### config.mk
export PLATFORM = sky130hd
export DESIGN_NAME = mem_port_arbiter
export DESIGN_NICKNAME = d
export VERILOG_FILES = /design/src/rtl/mem_port_arbiter.sv
export SDC_FILE = /design/constraint.sdc
export NUM_CORES = 1
export LEC_CHECK = 0
export BUFFER_PORTS_ARGS = -buffer_cell sky130_fd_sc_hd__buf_4
export CORE_UTILIZATION = 43
export DETAILED_ROUTE_END_ITERATION = 8
export GPL_ROUTABILITY_DRIVEN = 0
export MAX_ROUTING_LAYER = met4
export PLACE_DENSITY = 0.74
export SYNTH_ARGS = -nofsm -noshare
export SYNTH_HDL_FRONTEND = slang
export SYNTH_SLANG_ARGS = --single-unit
export TNS_END_PERCENT = 5
### constraint.sdc
create_clock -name clk -period 2 [get_ports clk]
set_input_delay 0.3 -clock clk [delete_from_list [all_inputs] [get_ports clk]]
set_output_delay 0.3 -clock clk [all_outputs]
set_load 0.1 [all_outputs]
### src/rtl/mem_port_arbiter.sv
// mem_port_arbiter: shares one combinational-read memory between an
// instruction-fetch port and a data load/store port. One transaction is in
// flight at a time. Data normally has priority. After MAX_DATA_STREAK
// consecutive contested data grants, a waiting fetch is forced through.

module mem_port_arbiter #(
    parameter int LATENCY         = 2,
    parameter int MAX_DATA_STREAK = 4
) (
    input  logic            clk,
    input  logic            rst_b,

    input  logic            i_req,
    input  logic [31:0]     i_addr,
    output logic [0:3][7:0] i_rdata,
    output logic            i_ready,

    input  logic            d_req,
    input  logic            d_we,
    input  logic [31:0]     d_addr,
    input  logic [0:3][7:0] d_wdata,
    output logic [0:3][7:0] d_rdata,
    output logic            d_ready,

    output logic [31:0]     mem_addr,
    output logic [0:3][7:0] mem_data_in,
    output logic            mem_we,
    input  logic [0:3][7:0] mem_data_out,

    output logic            busy
);

    typedef enum logic [1:0] {
        IDLE   = 2'd0,
        ACCESS = 2'd1,
        RESP   = 2'd2
    } state_t;

    typedef enum logic {
        OWNER_FETCH = 1'b0,
        OWNER_DATA  = 1'b1
    } owner_t;

    // The access counter runs 0..LATENCY-1, so the final access cycle is
    // the one where it reads LATENCY-1.
    localparam logic [3:0] LAST_CYCLE = 4'(LATENCY - 1);
    localparam logic [3:0] STREAK_MAX = 4'(MAX_DATA_STREAK);

    state_t          state;
    state_t          state_next;

    owner_t          owner;
    logic [31:0]     addr;
    logic            we;
    logic [0:3][7:0] wdata;

    logic [3:0]      cycle_count;
    logic [3:0]      streak;

    logic            fetch_forced;
    logic            grant_data;
    logic            start;
    logic            last_access;

    // Arbitration and handy strobes. The fetch is forced only while both
    // sides are asking and data has already won STREAK_MAX times in a row.
    always_comb begin
        fetch_forced = i_req && d_req && (streak == STREAK_MAX);
        grant_data   = d_req && !fetch_forced;
        start        = (state == IDLE) && (i_req || d_req);
        last_access  = (state == ACCESS) && (cycle_count == LAST_CYCLE);
    end

    // State register; reset returns to IDLE and abandons any access in flight.
    always_ff @(posedge clk) begin
        if (!rst_b) begin
            state <= IDLE;
        end else begin
            state <= state_next;
        end
    end

    // Next-state logic: leave IDLE on any request, stay in ACCESS for
    // LATENCY cycles, then spend one cycle in RESP.
    always_comb begin
        state_next = state;
        case (state)
            IDLE: begin
                if (i_req || d_req) begin
                    state_next = ACCESS;
                end
            end
            ACCESS: begin
                if (cycle_count == LAST_CYCLE) begin
                    state_next = RESP;
                end
            end
            RESP: begin
                state_next = IDLE;
            end
            default: begin
                state_next = IDLE;
            end
        endcase
    end

    // Capture the winning request on the IDLE->ACCESS edge so requesters
    // can change or drop their inputs while the access runs.
    always_ff @(posedge clk) begin
        if (!rst_b) begin
            owner <= OWNER_FETCH;
            addr  <= '0;
            we    <= 1'b0;
            wdata <= '0;
        end else if (start) begin
            if (grant_data) begin
                owner <= OWNER_DATA;
                addr  <= d_addr;
                we    <= d_we;
                wdata <= d_wdata;
            end else begin
                owner <= OWNER_FETCH;
                addr  <= i_addr;
                we    <= 1'b0;
                wdata <= '0;
            end
        end
    end

    // Count access cycles. The counter sits at zero outside ACCESS so every
    // transaction starts counting from zero.
    always_ff @(posedge clk) begin
        if (!rst_b) begin
            cycle_count <= '0;
        end else if ((state == ACCESS) && (cycle_count != LAST_CYCLE)) begin
            cycle_count <= cycle_count + 4'd1;
        end else begin
            cycle_count <= '0;
        end
    end

    // Starvation guard. The streak counts data grants made while a fetch was
    // also waiting. Any fetch grant, or a data grant with no fetch waiting,
    // resets it.
    always_ff @(posedge clk) begin
        if (!rst_b) begin
            streak <= '0;
        end else if (start) begin
            if (grant_data && i_req) begin
                streak <= (streak >= STREAK_MAX) ? STREAK_MAX : streak + 4'd1;
            end else begin
                streak <= '0;
            end
        end
    end

    // Read data is taken from memory on the last access cycle. Only the
    // owner's register is loaded; the other port keeps its last word.
    always_ff @(posedge clk) begin
        if (!rst_b) begin
            i_rdata <= '0;
            d_rdata <= '0;
        end else if (last_access) begin
            if (owner == OWNER_FETCH) begin
                i_rdata <= mem_data_out;
            end else if (!we) begin
                d_rdata <= mem_data_out;
            end
        end
    end

    // Outputs decoded from state. The memory bus is driven only during
    // ACCESS. A store writes only in its last access cycle. The ready of
    // the latched owner pulses in RESP.
    always_comb begin
        mem_addr    = '0;
        mem_data_in = '0;
        mem_we      = 1'b0;
        i_ready     = 1'b0;
        d_ready     = 1'b0;
        busy        = 1'b0;
        case (state)
            ACCESS: begin
                busy     = 1'b1;
                mem_addr = addr;
                if ((owner == OWNER_DATA) && we) begin
                    mem_data_in = wdata;
                    mem_we      = (cycle_count == LAST_CYCLE);
                end
            end
            RESP: begin
                busy    = 1'b1;
                i_ready = (owner == OWNER_FETCH);
                d_ready = (owner == OWNER_DATA);
            end
            default: begin
                busy = 1'b0;
            end
        endcase
    end

endmodule

== Word-level counts from Yosys, hierarchy flattened ==
Index checks and enable logic that the tools add are counted.

* Bitwise logic cells: 2
* Eq/ne operators: 7
* Add/subtract/negate cells: 2
* Reductions and logical operators: 16
* $lt $le $gt $ge: 1
* Multiplexer cells: 17

{| class="wikitable"
|+ Operator list
! cell !! number
|-
| $mux 32 || 5
|-
| $add 4x1->4 const B || 2
|-
| $logic_and 1x1->1 || 8
|-
| $mux 4 || 2
|-
| $mux 1 || 7
|-
| $reduce_and 2->1 || 3
|-
| $eq 4x1->1 const B || 1
|-
| $eq 4x3->1 const B || 1
|-
| $ge 4x3->1 const B || 1
|-
| $mux 2 || 2
|-
| $ne 4x1->1 const B || 1
|-
| $pmux 2 s2 || 1
|-
| $reduce_and 3->1 || 1
|-
| $eq 2x1->1 const B || 1
|-
| $eq 2x2->1 const B || 1
|-
| $logic_not 2->1 || 1
|-
| $ne 2x1->1 const B || 1
|-
| $ne 2x2->1 const B || 1
|-
| $not 1->1 || 2
|-
| $reduce_or 2->1 || 1
|-
| $logic_not 1->1 || 1
|-
| $logic_or 1x1->1 || 1
|}

* Flip-flop bits (word level): 140
* Output and inout bits: 132
* Bits of input ports: 133
* Logic and storage cells: 63

== Longest topological paths before layout ==
* Word-level depth: 6
* Gate-level depth with buffers: 7
* Mapped depth without buffers: 5

== Worst setup path after synthesis ==
No wires, ideal clock.

* Path type: register to output
* Start point: reg state[1]
* End point: out mem_we
* Data required time: 1,700 ps
* Slack: -270 ps
* Buffers on the path: 2
* Arrival: 1,970 ps
* Stages on the path, launching flop included: 7
* Cell sequence: dfxtp_1 > inv_1 > ha_1 > buf_2 > and3_1 > clkbuf_1 > and2_1

* Longest elaborated chain between the ends: 2

{| class="wikitable"
|+ RTL lines
! what !! RTL line !! source
|-
| start: declaration || 49 || <nowiki>state_t state;</nowiki>
|-
| start signal: assignment || 79 || <nowiki>state <= state_next;</nowiki>
|-
| $eq 2x1->1 || 182 || <nowiki>case (state)</nowiki>
|-
| $mux 1 || 182 ||
|-
| end: declaration || 27 || <nowiki>output logic mem_we,</nowiki>
|}

Every way passes these cells.

==> results.md <==
* Startpoint types: flip-flop
* Status: finished with violations
* Period Utilization, post-route at 101%
* Clock buffer depth at 2
* Height of the chip at between 100 and 150 µm
* R2r endpoint: d_rdata[22]
* CTS Buf Count at 17
* DPL Wire Length at 12100 µm
* FF/Latch Area at 0.00281 mm²
* Tot Pwr at between 0.008 and 0.009 W
* Filler instances at 1095
* Setup crit end kind: output port
* Hold path cells at 3
* HP Class: input port to flip-flop
* Net Count, Synth at 870
* Total number of vias at between 6000 and 7000
* Crit path DAT at ~1.7 ns
* Antenna diodes at 0
* DR pass1 iterations at 6
* Yosys reg bits at between 100 and 150
* Routed Antenna Nets at 0
* Drt first-iter violations at roughly 710
* Worst rel slew slack at between 40% and 50%
* Post-Syn Area at just over 0.006 mm²
* Fmax at 0.496 GHz
* Synth warn at 0
* Worst R2R Start: cycle_count[1]
* Maxcap violations at 0
* # port buffers at approximately 260
* Worst Tran Pin Value at about 0.76 ns
* # DRC at 0
* Die Area at between 0.01 and 0.015 mm²
* R2R cell count at 5
* Vias per cell at about 5.7
* Post-DR wirelength/cell at roughly 18 µm
* Worst Hold Launch: i_addr[23]
* Clock Pin Slew Worst Setup and Hold Paths at around 0.060 ns
* Hold buffer count at CTS at 0
* Hold Path End: addr[23]
* Vias in the first global route at around 6000
* Post-synth EDFFs at 0
* Rows at 43
* Gr usage total at ~27%
* CP Data Required Time at 1.70 ns
* Htree depth at 4
* Final core occ at between 60% and 70%
* Synth Flop Type: dfxtp_1
* Post-Synthesis Cells at between 700 and 800
* Fin. max-slew vios at 0
* Critical path class: flip-flop to output port
* Growth of design area from synthesis to finish at 56.5%
* Clock Sinks at 140
* Initial Util at about 44%
* Share of flip-flops with an asynchronous set or reset at 0%
* Static leakage at about 3.9 nW
* RSZ-0062 raised after global routing: yes
* DP Worst Slack at approximately 0.16 ns
* Hold violation total from the final report at 0
* Multi-input gate area at 0.00313 mm²
* Clock latency on the worst-skew pair at around 0.42 ns
* Share of cells above drive strength 1 at 37.3%
* CORE AREA at between 0.01 and 0.015 mm²
* DRT Wirelength at 20700 µm
* Final WS setup at -0.0169 ns
* Pin count of the biggest net entering global routing at between 100 and 150
* Failing checks: setup timing
* Die width at about 120 µm
* Syn Area/Cell at between 8 and 9 µm²
* Worst-path fanout max at 17
* CTS tree: done
* Initial antenna violation count at 0
* Ports at ~270
* Fin crit period at about 2.0 ns
* Final setup vio count at 5
* Worst R2R Setup Slack at roughly 0.10 ns
* Clock skew at approximately 0.0086 ns
* GRT overflow at 0
* Fin nets at 1097
* PwrDens at just under 900 mW/mm²
* Seq/Total Area, Yosys at 45.2%
* First-pass GRT wire length at just over 30000 µm
* Worst vdd ir at approximately 0.0006 V
* CTS root buf: clkbuf_16
* Count of cell types in the netlist at 38
-- repair_timing --
item / 4_1_cts / 5_1_grt
gates cloned: 1 / 0
endpoints found under the setup margin: 65 / 63
gates resized for setup: 143 / 48
hold endpoints to repair: 0 / 0
pin swaps: 0 / 17
setup buffers: 3 / 1
-- registers in the layout, summed over array words and instances (netlist names) --
name / flops
we: 1
cycle_count: 4
wdata: 32
owner: 1
d_rdata: 32
i_rdata: 32
streak: 4
addr: 32
state: 2
-- per-layer routing --
metal | track usage (%) | wire length [µm]
met2 | 41.7 | 9870
met5 | - | 0
met4 | 13.1 | 658
met1 | 33.5 | 8530
met3 | 6.23 | 1680
-- report_power, final --
part	switching, W	leakage (nW)	internal [W]	total (W)
Clock	0.00122	0.300	0.00206	0.00328
Sequential	0.000119	1.14	0.00298	0.00310
Combinational	0.00138	2.48	0.000711	0.00210
-- worst max-delay path by stage --
stage / from / endpoint
detailed placement: state[1] / mem_data_in[6]
finish: state[1] / mem_data_in[11]
global route: state[1] / mem_data_in[11]
floorplan: state[1] / mem_data_in[12]
CTS: state[1] / mem_data_in[3]
global placement: state[1] / mem_data_in[31]
-- cell families (layout without fill, tap and decap cells) --
group	count (synthesis)	count (layout)	share of synthesized area, %
flops	140	140	45.2
xor+xnor	2	2	0.283
simple gates	192	192	18.1
fa+ha+maj	7	7	1.41
buf+inv	88	328	6.20
compound gates	301	301	28.8
-- layout make-up --
type	instances	share of cell area, %
Clock buffer	22	4.89
Clock inverter	10	1.43
Timing Repair Buffer	289	29.9
Sequential cell	140	28.9
Tap cell	180	2.32
Multi-Input combinational cell	502	32.2
Inverter	7	0.271
-- placed cells by master, fill, tap and decap left out, types with 2 or more instances in the layout --
cell and count:
a21boi_0 24, a21boi_1 9, a21oi_1 66, a31oi_1 32
a32oi_1 33, and2_1 34, and2_2 3, and2_4 30
and3_1 2, buf_12 48, buf_4 213, buf_6 24
buf_8 3, bufinv_16 3, clkbuf_1 2, clkbuf_16 17
clkbuf_8 3, clkinv_2 3, clkinv_4 3, dfxtp_1 138
dfxtp_2 2, ha_1 6, inv_1 5, nand2_1 2
nand3_1 66, nor2_1 5, nor2b_1 37, nor3b_1 2
o21a_1 2, o21ai_0 123, o21ai_1 5
-- per-stage QoR --
step           setup TNS (ns)  cell area, µm²  hold WS, ns  instances
3_3_place_gp                0            8300        0.448       1113
6_report              -0.0475            9700        0.155       1150
2_1_floorplan           -8.74            6200        0.433        730
3_5_place_dp                0            8300        0.464       1113
5_1_grt                 -1.28            9700        0.143       1150
4_1_cts                -0.295            9520        0.132       1149
-- synth_stat cells, types with 9 or more instances --
cell / n / area, µm²
a21boi_0: 24 / 180
nor2b_1: 38 / 238
a31oi_1: 32 / 200
buf_2: 25 / 125
and2_1: 67 / 419
nand3_1: 66 / 330
a21boi_1: 9 / 67.6
a32oi_1: 33 / 289
o21ai_0: 123 / 616
dfxtp_1: 140 / 2800
clkbuf_1: 53 / 199
a21oi_1: 66 / 330
-- worst max-delay path, stage by stage (launching register included) --
cell and delay, ns:
dfxtp_2 0.32, inv_2 0.07, ha_4 0.13, and3_4 0.26, buf_12 0.16, and2_2 0.17
buf_12 0.17
(Power assumes the default switching activity.)
